[src/rtl/mem_req_arbiter_pkg.sv]
// Shared constants and request payload type for the fetch/load-store memory arbiter.
// No logic; imported by the arbiter and its ID FIFO.
// Source IDs double as grant select and response routing tags.
package mem_req_arbiter_pkg;

  localparam logic SRC_INST = 1'b0;
  localparam logic SRC_DATA = 1'b1;

  localparam int ADDR_W = 32;
  localparam int DATA_W = 32;
  localparam int STRB_W = 4;
  localparam int SIZE_W = 2;

  typedef struct packed {
    logic              wr;
    logic [SIZE_W-1:0] size;
    logic [STRB_W-1:0] wstrb;
    logic [ADDR_W-1:0] addr;
    logic [DATA_W-1:0] wdata;
  } req_t;

endpackage

[src/rtl/mem_req_arbiter_id_fifo.sv]
// In-order FIFO of source IDs for accepted requests awaiting a response.
// Latency: head visible combinationally; push/pop take effect on the next edge.
// Backpressure: push ignored when full (pre-pop count), pop ignored when empty.
module arb_id_fifo #(
  parameter int DEPTH = 2
) (
  input  logic clk,
  input  logic reset,
  input  logic push,
  input  logic push_id,
  input  logic pop,
  output logic head_id,
  output logic full,
  output logic empty
);

  localparam int PTR_W = (DEPTH > 1) ? $clog2(DEPTH) : 1;
  localparam int CNT_W = $clog2(DEPTH + 1);

  logic [(1<<PTR_W)-1:0] ids;
  logic [PTR_W-1:0]      wr_ptr;
  logic [PTR_W-1:0]      rd_ptr;
  logic [CNT_W-1:0]      cnt;
  logic                  do_push;
  logic                  do_pop;

  // Pointers wrap at DEPTH, which need not be a power of two.
  function automatic logic [PTR_W-1:0] ptr_inc(input logic [PTR_W-1:0] p);
    return (p == PTR_W'(DEPTH - 1)) ? '0 : p + 1'b1;
  endfunction

  assign full    = (cnt == CNT_W'(DEPTH));
  assign empty   = (cnt == '0);
  assign do_push = push && !full;
  assign do_pop  = pop && !empty;
  assign head_id = ids[rd_ptr];

  always_ff @(posedge clk or posedge reset) begin
    if (reset) begin
      ids    <= '0;
      wr_ptr <= '0;
      rd_ptr <= '0;
      cnt    <= '0;
    end else begin
      if (do_push) begin
        ids[wr_ptr] <= push_id;
        wr_ptr      <= ptr_inc(wr_ptr);
      end
      if (do_pop) begin
        rd_ptr <= ptr_inc(rd_ptr);
      end
      case ({do_push, do_pop})
        2'b10:   cnt <= cnt + 1'b1;
        2'b01:   cnt <= cnt - 1'b1;
        default: cnt <= cnt;
      endcase
    end
  end

endmodule

[src/rtl/mem_req_arbiter.sv]
// Two-port (fetch, load/store) arbiter onto one memory request bus; ARB_ROUND_ROBIN_EN selects round-robin.
// Latency: zero-cycle combinational grant; responses routed in order via the ID FIFO.
// Backpressure: grant held while mem_addr_ok is low; mem_req dropped while MAX_OUTSTANDING are in flight.
module mem_req_arbiter
  import mem_req_arbiter_pkg::*;
#(
  parameter int MAX_OUTSTANDING = 2
) (
  input  logic              clk,
  input  logic              reset,
  input  logic              inst_req,
  input  logic              inst_wr,
  input  logic [SIZE_W-1:0] inst_size,
  input  logic [STRB_W-1:0] inst_wstrb,
  input  logic [ADDR_W-1:0] inst_addr,
  input  logic [DATA_W-1:0] inst_wdata,
  output logic              inst_addr_ok,
  output logic              inst_data_ok,
  output logic [DATA_W-1:0] inst_rdata,
  input  logic              data_req,
  input  logic              data_wr,
  input  logic [SIZE_W-1:0] data_size,
  input  logic [STRB_W-1:0] data_wstrb,
  input  logic [ADDR_W-1:0] data_addr,
  input  logic [DATA_W-1:0] data_wdata,
  output logic              data_addr_ok,
  output logic              data_data_ok,
  output logic [DATA_W-1:0] data_rdata,
  output logic              mem_req,
  output logic              mem_wr,
  output logic [SIZE_W-1:0] mem_size,
  output logic [STRB_W-1:0] mem_wstrb,
  output logic [ADDR_W-1:0] mem_addr,
  output logic [DATA_W-1:0] mem_wdata,
  input  logic              mem_addr_ok,
  input  logic              mem_data_ok,
  input  logic [DATA_W-1:0] mem_rdata
);

  req_t inst_pl;
  req_t data_pl;
  req_t mem_pl;
  logic gnt_src;
  logic accept;
  logic pop;
  logic head_id;
  logic fifo_full;
  logic fifo_empty;
  logic lock_vld;
  logic lock_src;
  logic lock_live;
`ifdef ARB_ROUND_ROBIN_EN
  logic rr_prio;
`endif

  assign inst_pl = {inst_wr, inst_size, inst_wstrb, inst_addr, inst_wdata};
  assign data_pl = {data_wr, data_size, data_wstrb, data_addr, data_wdata};

  // A stalled request keeps the bus as long as its requester still holds it.
  assign lock_live = lock_vld && ((lock_src == SRC_DATA) ? data_req : inst_req);

  always_comb begin
    gnt_src = SRC_INST;
    if (lock_live) begin
      gnt_src = lock_src;
    end else if (inst_req && data_req) begin
`ifdef ARB_ROUND_ROBIN_EN
      gnt_src = rr_prio;
`else
      gnt_src = SRC_DATA;
`endif
    end else if (data_req) begin
      gnt_src = SRC_DATA;
    end
  end

  assign mem_req = !reset && !fifo_full && (inst_req || data_req);
  assign mem_pl  = !mem_req ? '0 : (gnt_src == SRC_DATA) ? data_pl : inst_pl;
  assign {mem_wr, mem_size, mem_wstrb, mem_addr, mem_wdata} = mem_pl;

  assign accept       = mem_req && mem_addr_ok;
  assign inst_addr_ok = accept && (gnt_src == SRC_INST);
  assign data_addr_ok = accept && (gnt_src == SRC_DATA);

  // Responses with nothing outstanding are dropped on the floor.
  assign pop          = !reset && mem_data_ok && !fifo_empty;
  assign inst_data_ok = pop && (head_id == SRC_INST);
  assign data_data_ok = pop && (head_id == SRC_DATA);
  assign inst_rdata   = inst_data_ok ? mem_rdata : '0;
  assign data_rdata   = data_data_ok ? mem_rdata : '0;

  always_ff @(posedge clk or posedge reset) begin
    if (reset) begin
      lock_vld <= 1'b0;
      lock_src <= SRC_INST;
    end else begin
      lock_vld <= mem_req && !mem_addr_ok;
      lock_src <= gnt_src;
    end
  end

`ifdef ARB_ROUND_ROBIN_EN
  always_ff @(posedge clk or posedge reset) begin
    if (reset) begin
      rr_prio <= SRC_INST;
    end else if (accept) begin
      rr_prio <= ~gnt_src;
    end
  end
`endif

  arb_id_fifo #(
    .DEPTH(MAX_OUTSTANDING)
  ) u_id_fifo (
    .clk    (clk),
    .reset  (reset),
    .push   (accept),
    .push_id(gnt_src),
    .pop    (pop),
    .head_id(head_id),
    .full   (fifo_full),
    .empty  (fifo_empty)
  );

endmodule

[config.mk]
export PLATFORM = sky130hd
export DESIGN_NAME = mem_req_arbiter
export DESIGN_NICKNAME = d
export VERILOG_FILES = /design/src/rtl/mem_req_arbiter_pkg.sv /design/src/rtl/mem_req_arbiter_id_fifo.sv /design/src/rtl/mem_req_arbiter.sv
export SDC_FILE = /design/constraint.sdc
export NUM_CORES = 1
export LEC_CHECK = 0
export ABC_AREA = 1
export BUFFER_PORTS_ARGS = -buffer_cell sky130_fd_sc_hd__buf_2
export CORE_AREA = 2 2 124 126
export CTS_CLUSTER_SIZE = 24
export DETAILED_ROUTE_END_ITERATION = 10
export DIE_AREA = 0 0 126 128
export GPL_ROUTABILITY_DRIVEN = 0
export GPL_TIMING_DRIVEN = 0
export PLACE_DENSITY_LB_ADDON = 0.1
export SYNTH_ARGS = -nofsm -noshare
export SYNTH_HDL_FRONTEND = slang
export SYNTH_HIERARCHICAL = 1
export SYNTH_SLANG_ARGS = --single-unit
[constraint.sdc]
create_clock -name clk -period 2.05 [get_ports clk]
set_clock_uncertainty 0.2 [all_clocks]
set_input_delay 0.205 -clock clk [delete_from_list [all_inputs] [get_ports clk]]
set_output_delay 0.205 -clock clk [all_outputs]
set_load 0.005 [all_outputs]
==> run_results.csv, run 1 <==
group,metric,value,unit
outcome,status,"complete, no violations",
sta,setup_ws,0.0323,ns
critical_path,end_kind,"primary output",
yosys,yosysTopAreaCellShare,0.210,
final_layout,area_growth,82.7,%
flow_run,drv_cap,0,
power_and_ir_drop,p_leak,3.38,nW
yosys,ys.flop_type,"dfrtp_1",
floorplan,rows,45,
sta,finalHoldViolations,0,
critical_path,cp-endpoint,"mem_wdata[3]",
yosys,yosys-top-cells-count,"nor2_1 (137), inv_1 (117), nand2_1 (87)",
place,numPlacedInstances,1068,
floorplan,start_util,0.196,
sta,worstMarginPinSlew,0.491,ns
floorplan,coreArea,0.0149,sq mm
floorplan,io-pin-count,320,
sta,timing.fmax,0.496,GHz
drt,post_drt_wl_per_cell,13.4,um
yosys,synth_cell_types,26,
floorplan,dieArea,0.0161,sq mm
grt,track_usage,0.160,
power_and_ir_drop,power.density,500,mW/mm^2
clock_tree,clock_latency,0.23,ns
critical_path,critPathKind,"reg -> out",
yosys,async_flop_share,1.00,
sta,setup_viol,0,
yosys,synth_edf_count,0,
sta,post-route-period-util,0.984,
clock_tree,cts_sinks,8,
final_layout,layout-drive-gt1-share,0.567,
sta,fin_crit,2.02,ns
sta,slew-limit-headroom,0.673,
yosys,syn_nets,743,
sta,rsz0062_at_grt,"yes",
drt,route.detailed.drc,0,
final_layout,fill_cells,1725,
critical_path,cp-start-kind,"register",
place,post-dp-hpwl,12000,um
critical_path,reg2reg_setup_slack,0.14,ns
critical_path,worst_r2r_path_depth,14,
yosys,syn_inst,562,
drt,wl,14500,um
critical_path,crit_arrival,1.61,ns
clock_tree,clk_pin_slew,0.04,ns
floorplan,dieHeight,128,um
grt,grt_max_degree,11,
clock_tree,cts_root_buffer,"clkbuf_16",
critical_path,worst_r2r_endpoint,"u_id_fifo/cnt[1]$_DFFE_PP0P_",
drt,avgViaCountPerCell,4.10,
power_and_ir_drop,irDropWorstVdd,0.000278,V
critical_path,crit_path_max_fanout,7,
yosys,ys_ff_latch,8,
yosys,yosysSeqAreaShare,0.0686,
final_layout,multiInputGateArea,0.00223,sq mm
clock_tree,cts_inserted_buffers,3,
final_layout,final_nets,1079,
yosys,synth.avg_cell_area,5.19,sq um
critical_path,required,1.64,ns
final_layout,fin_cells,1085,
final_layout,seq_area,200,sq um
grt,gr-total-overflow,0,
min_path,hp-class,"in -> reg",
drt,vias,4444,
sta,setup-tns-final,0,ns
yosys,synth.area.top_cells,"a21oi_2 (21%), nor2_1 (18%), inv_1 (15%)",
grt,grt_first_pass_wirelength,20900,um
grt,antenna_found_initial,0,
place,preCtsSetupSlack,-0.163,ns
clock_tree,h-tree-depth,1,
yosys,yosysTopAreaCell,"a21oi_2",
floorplan,chipWidth,126,um
drt,final_antenna_net_count,0,
critical_path,crit_start,"u_id_fifo/cnt[1]$_DFFE_PP0P_",
yosys,synth_area,0.00292,sq mm
critical_path,rr_startpoint,"u_id_fifo/cnt[1]$_DFFE_PP0P_",
grt,grt_pass1_vias,3961,
sta,drv_slew,0,
drt,first_iter_violations,108,
clock_tree,cts_tree,"done",
drt,firstDrtPassIters,4,
place,port_buffers,318,
yosys,yosysMostFrequentCell,"nor2_1",
clock_tree,cts_buffer_depth,2,
yosys,yosysWarnings,6,
-- per-stage QoR --
step / cell area (sq um) / hold WS [ns] / power [mW] / utilization
2_1_floorplan: 2920 / -0.255 / 1.22 / -
3_3_place_gp: 4740 / -0.121 / 1.98 / 0.319
3_5_place_dp: 4740 / -0.118 / 1.96 / 0.319
4_1_cts: 4970 / 0.140 / 2.42 / 0.334
5_1_grt: 5330 / 0.138 / 2.91 / 0.358
6_report: 5330 / 0.124 / 2.66 / 0.359
-- placed cells by master (no fill, tap or decap), drive strengths merged --
cell,count
buf,355
nand2,91
xnor2,1
clkbuf,20
o21ai,1
nand3,76
ha,1
dfrtp,8
nor3,1
nand3b,1
nor2,141
diode,1
dlygate4sd3,3
nand4,3
inv,123
a21oi,71
-- metal layers --
layer	global-route usage	wire, um	share of wire	vias to the layer above
met4	0.0252	150	0.010	0
met1	0.191	5700	0.39	1895
met3	0.0321	1050	0.073	10
met2	0.302	7590	0.52	183
li1	-	-	-	2356
met5	0	0	0	-
-- power by group --
part	total (mW)	internal, mW	switching [mW]
Sequential	0.279	0.223	0.0554
Combinational	2.06	0.962	1.10
Clock	0.322	0.251	0.0711
-- flip-flops by register name, indices dropped and copies added (netlist names) --
signal	cells
u_id_fifo/cnt	2
lock_src	1
u_id_fifo/ids	2
u_id_fifo/rd_ptr	1
lock_vld	1
u_id_fifo/wr_ptr	1
-- cell type report --
| class | instances | area share |
|---|---|---|
| clock buffers | 3 | 0.0141 |
| repair buffers | 332 | 0.332 |
| plain buffers | 43 | 0.0655 |
| diodes | 1 | 0.000470 |
| inverters | 123 | 0.0866 |
| well taps | 188 | 0.0441 |
| multi-input cells | 387 | 0.419 |
| flip-flops and latches | 8 | 0.0376 |
-- worst min path at each step --
stage / from / to / slack, ns / cells past startpoint
4_1_cts: reset / lock_vld$_DFF_PP0_ / 0.14 / 4
5_1_grt: reset / lock_vld$_DFF_PP0_ / 0.14 / 4
2_1_floorplan: reset / lock_src$_DFF_PP0_ / -0.26 / 1
3_5_place_dp: reset / lock_src$_DFF_PP0_ / -0.12 / 2
6_report: reset / lock_vld$_DFF_PP0_ / 0.12 / 4
3_3_place_gp: reset / lock_src$_DFF_PP0_ / -0.12 / 2
-- cells by family (layout without fill, tap and decap cells) --
| family | Yosys count | count (layout) | synth area share |
|---|---|---|---|
| AND/OR/NAND/NOR | 313 | 313 | 0.461 |
| buffers and inverters | 167 | 501 | 0.250 |
| AO/OA/AOI/OAI | 72 | 72 | 0.214 |
| flip-flops | 8 | 8 | 0.0686 |
| adder cells (fa/ha/maj) | 1 | 1 | 0.00429 |
| XOR/XNOR | 1 | 1 | 0.00300 |
| other | 0 | 1 | 0 |
-- repair_timing --
action	in CTS	in global routing
cloned	0	3
setup endpoints to repair	87	120
buffers inserted	8	0
hold endpoints to repair	9	0
hold buffers	3	0
pin swaps	4	40
resized for setup	19	107
-- critical path, cell delays in order, from the launching register on --
cell and delay, ns:
dfrtp_1 0.42, nand2_4 0.10, inv_2 0.03, inv_2 0.05, nand2_4 0.06, nor2_8 0.13, buf_12 0.15, buf_8 0.14
nand2_2 0.06, nor2_2 0.11, buf_2 0.12
Note: power is estimated with default switching activity, not from simulation.
==> run 2: changes to the inputs <==
--- a/config.mk
+++ b/config.mk
@@ -7,13 +7,14 @@
 export LEC_CHECK = 0
 export ABC_AREA = 1
 export BUFFER_PORTS_ARGS = -buffer_cell sky130_fd_sc_hd__buf_2
-export CORE_AREA = 2 2 124 126
+export CORE_AREA = 4 4 123 125
 export CTS_CLUSTER_SIZE = 24
 export DETAILED_ROUTE_END_ITERATION = 10
-export DIE_AREA = 0 0 126 128
+export DIE_AREA = 0 0 127 129
 export GPL_ROUTABILITY_DRIVEN = 0
 export GPL_TIMING_DRIVEN = 0
 export PLACE_DENSITY_LB_ADDON = 0.1
+export RECOVER_POWER = 100
 export SYNTH_ARGS = -nofsm -noshare
 export SYNTH_HDL_FRONTEND = slang
 export SYNTH_HIERARCHICAL = 1
==> run_results.csv, run 2 (synthesized netlist as in run 1, its figures left out) <==
group,metric,value,unit
floorplan,rows,43,
place,post-dp-hpwl,12300,um
power_and_ir_drop,p_leak,3.42,nW
min_path,worstHoldStart,"inst_req",
critical_path,cp-start-kind,"register",
power_and_ir_drop,power.density,513,mW/mm^2
power_and_ir_drop,power_switching,1.28,mW
critical_path,critPathKind,"reg -> out",
clock_tree,cts_inserted_buffers,3,
final_layout,largest_registers,"u_id_fifo/cnt x2, u_id_fifo/ids x2",
power_and_ir_drop,p_comb_frac,0.783,
sta,setup_viol,0,
final_layout,final_nets,1088,
power_and_ir_drop,power_frac_clock,0.117,
final_layout,area_growth,86.7,%
final_layout,antenna_cells,0,
grt,grt_first_pass_wirelength,21400,um
clock_tree,cts_buffer_depth,2,
critical_path,crit_arrival,1.64,ns
floorplan,chipWidth,127,um
clock_tree,clock_latency,0.23,ns
outcome,status,"complete, no violations",
min_path,hp-class,"in -> reg",
power_and_ir_drop,sw_frac_of_total,0.459,
flow_run,drv_cap,0,
sta,timing.fmax,0.489,GHz
critical_path,crit_path_max_fanout,7,
final_layout,final_cell_mix,"buf_2 (323), inv_1 (113), nor2_1 (106), nand3_1 (73), a21oi_2 (70)",
grt,track_usage,0.161,
drt,post_drt_wl_per_cell,14.0,um
sta,rsz0062_at_grt,"yes",
critical_path,reg2reg_setup_slack,0.12,ns
grt,grt_pass1_vias,4038,
sta,fin_crit,2.04,ns
grt,grt_max_degree,11,
clock_tree,cts_sinks,8,
drt,wl,15200,um
clock_tree,cts_root_buffer,"clkbuf_16",
critical_path,rr_startpoint,"u_id_fifo/cnt[1]$_DFFE_PP0P_",
floorplan,io-pin-count,320,
floorplan,dieHeight,129,um
clock_tree,clk_pin_slew,0.04,ns
floorplan,start_util,0.210,
final_layout,layout-drive-gt1-share,0.586,
sta,worstMarginPinSlew,0.548,ns
floorplan,coreArea,0.0139,sq mm
drt,firstDrtPassIters,5,
sta,finalHoldViolations,0,
critical_path,worst_r2r_path_depth,14,
drt,avgViaCountPerCell,4.11,
min_path,holdPathStages,3,
sta,drv_slew,0,
final_layout,final_util,0.392,
grt,antenna_found_initial,0,
drt,route.detailed.drc,0,
critical_path,end_kind,"primary output",
drt,first_iter_violations,149,
power_and_ir_drop,p_int,1.51,mW
drt,vias,4455,
clock_tree,h-tree-depth,1,
power_and_ir_drop,seqPwrFrac,0.100,
sta,post-route-period-util,0.997,
power_and_ir_drop,irDropWorstVdd,0.000330,V
min_path,min_to,"lock_vld$_DFF_PP0_",
power_and_ir_drop,power,2.79,mW
critical_path,required,1.64,ns
sta,slew-limit-headroom,0.634,
place,port_buffers,318,
drt,final_antenna_net_count,0,
clock_tree,cts_tree,"done",
grt,gr-total-overflow,0,
final_layout,final_common_cell,"buf_2",
floorplan,dieArea,0.0164,sq mm
critical_path,worst_r2r_endpoint,"u_id_fifo/cnt[1]$_DFFE_PP0P_",
## run 2: power by group through the flow
stage,logic [mW],clock network [mW],registers [mW]
finish,2.19,0.326,0.279
floorplan,0.950,0,0.268
CTS,1.79,0.331,0.275
global route,2.42,0.344,0.286
detailed placement,1.69,0,0.281
global placement,1.70,0,0.282
## run 2: critical path, cell delays in order, from the launching register on
cell	delay, ns
dfrtp_1	0.42
nand2_4	0.10
inv_2	0.03
inv_2	0.05
nand2_4	0.09
nor2_8	0.11
buf_12	0.15
buf_4	0.14
nand2_1	0.05
nor2_1	0.11
buf_2	0.14
## run 2: worst max-delay path by stage
stage               slack (ns)                      endpoint  depth (start not counted)                         start
floorplan                 0.08  u_id_fifo/cnt[1]$_DFFE_PP0P_                         14  u_id_fifo/cnt[0]$_DFFE_PP0P_
global placement         -0.17  u_id_fifo/cnt[1]$_DFFE_PP0P_                         14  u_id_fifo/cnt[0]$_DFFE_PP0P_
detailed placement       -0.18  u_id_fifo/cnt[1]$_DFFE_PP0P_                         14  u_id_fifo/cnt[0]$_DFFE_PP0P_
CTS                      -0.03  u_id_fifo/cnt[1]$_DFFE_PP0P_                         13  u_id_fifo/cnt[1]$_DFFE_PP0P_
global route             -0.05                  mem_wdata[3]                         10  u_id_fifo/cnt[1]$_DFFE_PP0P_
finish                   0.005                 mem_wdata[18]                         10  u_id_fifo/cnt[1]$_DFFE_PP0P_
## run 2: timing repair
| action | 4_1_cts | 5_1_grt |
|---|---|---|
| buffers inserted | 2 | 9 |
| setup endpoints to repair | 85 | 131 |
| pin swaps | 4 | 54 |
| hold endpoints to repair | 9 | 0 |
| gates resized for setup | 19 | 130 |
| hold buffers | 3 | 0 |
| cloned | 1 | 7 |
## run 2: final cells by class
class	instances	area (sq um)
buffer	44	375
clock buffer	3	75.1
fill	1567	8440
inverter	123	467
multi-input combinational	388	2280
sequential	8	200
tap	180	225
timing repair buffer	339	1820
## run 2: metrics by stage
stage	area (sq um)	TNS, ns	hold WS [ns]	setup slack [ns]	std cells
2_1_floorplan	2920	0	-0.255	0.0783	562
3_3_place_gp	4730	-0.225	-0.123	-0.170	1060
3_5_place_dp	4730	-0.241	-0.124	-0.185	1060
4_1_cts	4920	-0.0949	0.158	-0.0305	1069
5_1_grt	5450	-1.48	0.273	-0.0528	1085
6_report	5450	0	0.219	0.00529	1085
## run 2: layer usage
| layer | vias up | wire [um] | GRT usage |
|---|---|---|---|
| met5 | - | 0 | 0 |
| met3 | 6 | 1170 | 0.0315 |
| met2 | 189 | 8110 | 0.312 |
| met4 | 0 | 80 | 0.0151 |
| met1 | 1884 | 5840 | 0.190 |
| li1 | 2376 | - | - |
==> run 3: changes to the inputs <==
--- a/config.mk
+++ b/config.mk
@@ -7,10 +7,11 @@
 export LEC_CHECK = 0
 export ABC_AREA = 1
 export BUFFER_PORTS_ARGS = -buffer_cell sky130_fd_sc_hd__buf_2
-export CORE_AREA = 4 4 123 125
+export CORE_AREA = 2 2 123 125
+export CTS_BUF_LIST = sky130_fd_sc_hd__clkbuf_8
 export CTS_CLUSTER_SIZE = 24
 export DETAILED_ROUTE_END_ITERATION = 10
-export DIE_AREA = 0 0 127 129
+export DIE_AREA = 0 0 125 127
 export GPL_ROUTABILITY_DRIVEN = 0
 export GPL_TIMING_DRIVEN = 0
 export PLACE_DENSITY_LB_ADDON = 0.1
==> run_results.csv, run 3 (synthesized netlist as in run 1, its figures left out) <==
group,metric,value,unit
power_and_ir_drop,power,2.53,mW
final_layout,final_cell_mix,"buf_2 (324), nor2_1 (126), inv_1 (112), nand3_1 (73), a21oi_2 (70)",
final_layout,layout-drive-gt1-share,0.550,
sta,setup_ws,0.0150,ns
final_layout,final_common_cell,"buf_2",
critical_path,required,1.64,ns
drt,final_antenna_net_count,0,
critical_path,crit_arrival,1.63,ns
drt,first_iter_violations,124,
critical_path,critPathKind,"reg -> out",
sta,setup_viol,0,
floorplan,start_util,0.202,
critical_path,reg2reg_setup_slack,0.05,ns
floorplan,dieHeight,127,um
critical_path,rr_startpoint,"u_id_fifo/cnt[1]$_DFFE_PP0P_",
grt,grt_first_pass_wirelength,21800,um
grt,antenna_found_initial,0,
power_and_ir_drop,power.density,480,mW/mm^2
sta,fin_crit,2.04,ns
floorplan,rows,44,
floorplan,dieArea,0.0159,sq mm
min_path,worstHoldStart,"reset",
drt,top_layer,"met4",
critical_path,end_kind,"primary output",
critical_path,worst_r2r_endpoint,"u_id_fifo/cnt[1]$_DFFE_PP0P_",
grt,grt_max_degree,11,
power_and_ir_drop,irDropWorstVdd,0.000237,V
sta,post-route-period-util,0.993,
critical_path,max_stage_delay,0.42,ns
final_layout,fin_cells,1089,
drt,met1Wirelength,6150,um
critical_path,crit_chain,"nand2_4 -> inv_2 -> inv_2 -> nand2_4 -> nor2_8 -> buf_12 -> clkbuf_16 -> nand2_4 -> nor2_1 -> buf_2",
final_layout,final_nets,1087,
sta,slew-limit-headroom,0.651,
place,post-dp-hpwl,11900,um
min_path,hp-class,"in -> reg",
sta,finalHoldViolations,0,
clock_tree,h-tree-depth,1,
grt,track_usage,0.168,
sta,rsz0062_at_grt,"yes",
critical_path,crit_path_frequent_cell,"nand2_4",
place,numPlacedInstances,1064,
grt,gr-total-overflow,0,
floorplan,coreArea,0.0144,sq mm
clock_tree,clock_latency,0.23,ns
min_path,holdPathStages,4,
drt,vias,4457,
critical_path,crit_path_max_fanout,7,
min_path,min_to,"lock_vld$_DFF_PP0_",
power_and_ir_drop,p_leak,3.39,nW
floorplan,chipWidth,125,um
drt,avgViaCountPerCell,4.09,
floorplan,io-pin-count,320,
grt,grt_pass1_vias,4162,
critical_path,worst_r2r_path_depth,13,
final_layout,largest_registers,"u_id_fifo/cnt x2, u_id_fifo/ids x2",
drt,wl_met2,7460,um
sta,worstMarginPinSlew,0.524,ns
clock_tree,cts_sinks,8,
critical_path,slowest_stage,"dfrtp_1",
clock_tree,cts_tree,"done",
drt,post_drt_wl_per_cell,13.7,um
sta,drv_slew,0,
drt,wl,14900,um
drt,firstDrtPassIters,4,
sta,timing.fmax,0.491,GHz
place,preCtsSetupSlack,-0.208,ns
clock_tree,cts_inserted_buffers,3,
drt,dr_wl_met3,1130,um
critical_path,cp-start-kind,"register",
clock_tree,clk_pin_slew,0.04,ns
clock_tree,cts_buffer_depth,2,
clock_tree,cts_root_buffer,"clkbuf_8",
outcome,status,"complete, no violations",
flow_run,drv_cap,0,
place,port_buffers,318,
drt,route.detailed.drc,0,
final_layout,area_growth,80.4,%
-- run 3: critical path: cells and delay by family, from the launching register on --
family                 cells  cell delay [ns]
and+or+nand+nor            5             0.44
DFF                        1             0.42
buffers and inverters      5             0.54
-- run 3: what timing repair did --
item / 4_1_cts / 5_1_grt
endpoints found under the setup margin: 76 / 133
gates cloned: 0 / 5
hold buffers: 3 / 0
resized for setup: 16 / 76
endpoints found under the hold margin: 9 / 0
pin swaps: 2 / 34
buffers inserted: 6 / 10
-- run 3: per-stage QoR --
stage | hold WS (ns) | TNS [ns] | utilization | cell area, sq um
6_report | 0.105 | 0 | 0.365 | 5260
5_1_grt | 0.123 | -3.78 | 0.365 | 5260
4_1_cts | 0.130 | -0.123 | 0.338 | 4880
3_5_place_dp | -0.119 | -0.291 | 0.329 | 4740
3_3_place_gp | -0.120 | -0.330 | 0.329 | 4740
2_1_floorplan | -0.255 | 0 | - | 2920
-- run 3: report_power, final --
part,leakage [nW],internal [mW],total (mW),switching [mW]
Combinational,3.27,0.980,2.06,1.08
Sequential,0.0986,0.223,0.282,0.0586
Clock,0.0216,0.127,0.189,0.0619
Total,3.39,1.33,2.53,1.20
-- run 3: metal layers --
layer,vias to the layer above,track usage
li1,2372,-
met1,1891,0.207
met2,184,0.307
met3,10,0.0381
met4,0,0.0235
met5,-,0
-- run 3: how the worst max path moves through the flow --
stage | startpoint | to | slack, ns | cells past startpoint
2_1_floorplan | u_id_fifo/cnt[0]$_DFFE_PP0P_ | u_id_fifo/cnt[1]$_DFFE_PP0P_ | 0.08 | 14
3_3_place_gp | u_id_fifo/cnt[0]$_DFFE_PP0P_ | u_id_fifo/cnt[1]$_DFFE_PP0P_ | -0.22 | 14
3_5_place_dp | u_id_fifo/cnt[0]$_DFFE_PP0P_ | u_id_fifo/cnt[1]$_DFFE_PP0P_ | -0.21 | 14
4_1_cts | u_id_fifo/cnt[0]$_DFFE_PP0P_ | mem_addr[26] | -0.02 | 11
5_1_grt | u_id_fifo/cnt[1]$_DFFE_PP0P_ | u_id_fifo/cnt[1]$_DFFE_PP0P_ | -0.09 | 13
6_report | u_id_fifo/cnt[1]$_DFFE_PP0P_ | mem_wdata[15] | 0.01 | 10
-- run 3: area by class of cell --
cell class | instances | area [sq um]
timing repair buffer | 341 | 1850
buffer | 41 | 339
tap | 184 | 230
inverter | 123 | 462
clock buffer | 3 | 41.3
sequential | 8 | 200
fill | 1724 | 9160
multi-input combinational | 388 | 2130
antenna | 1 | 2.50
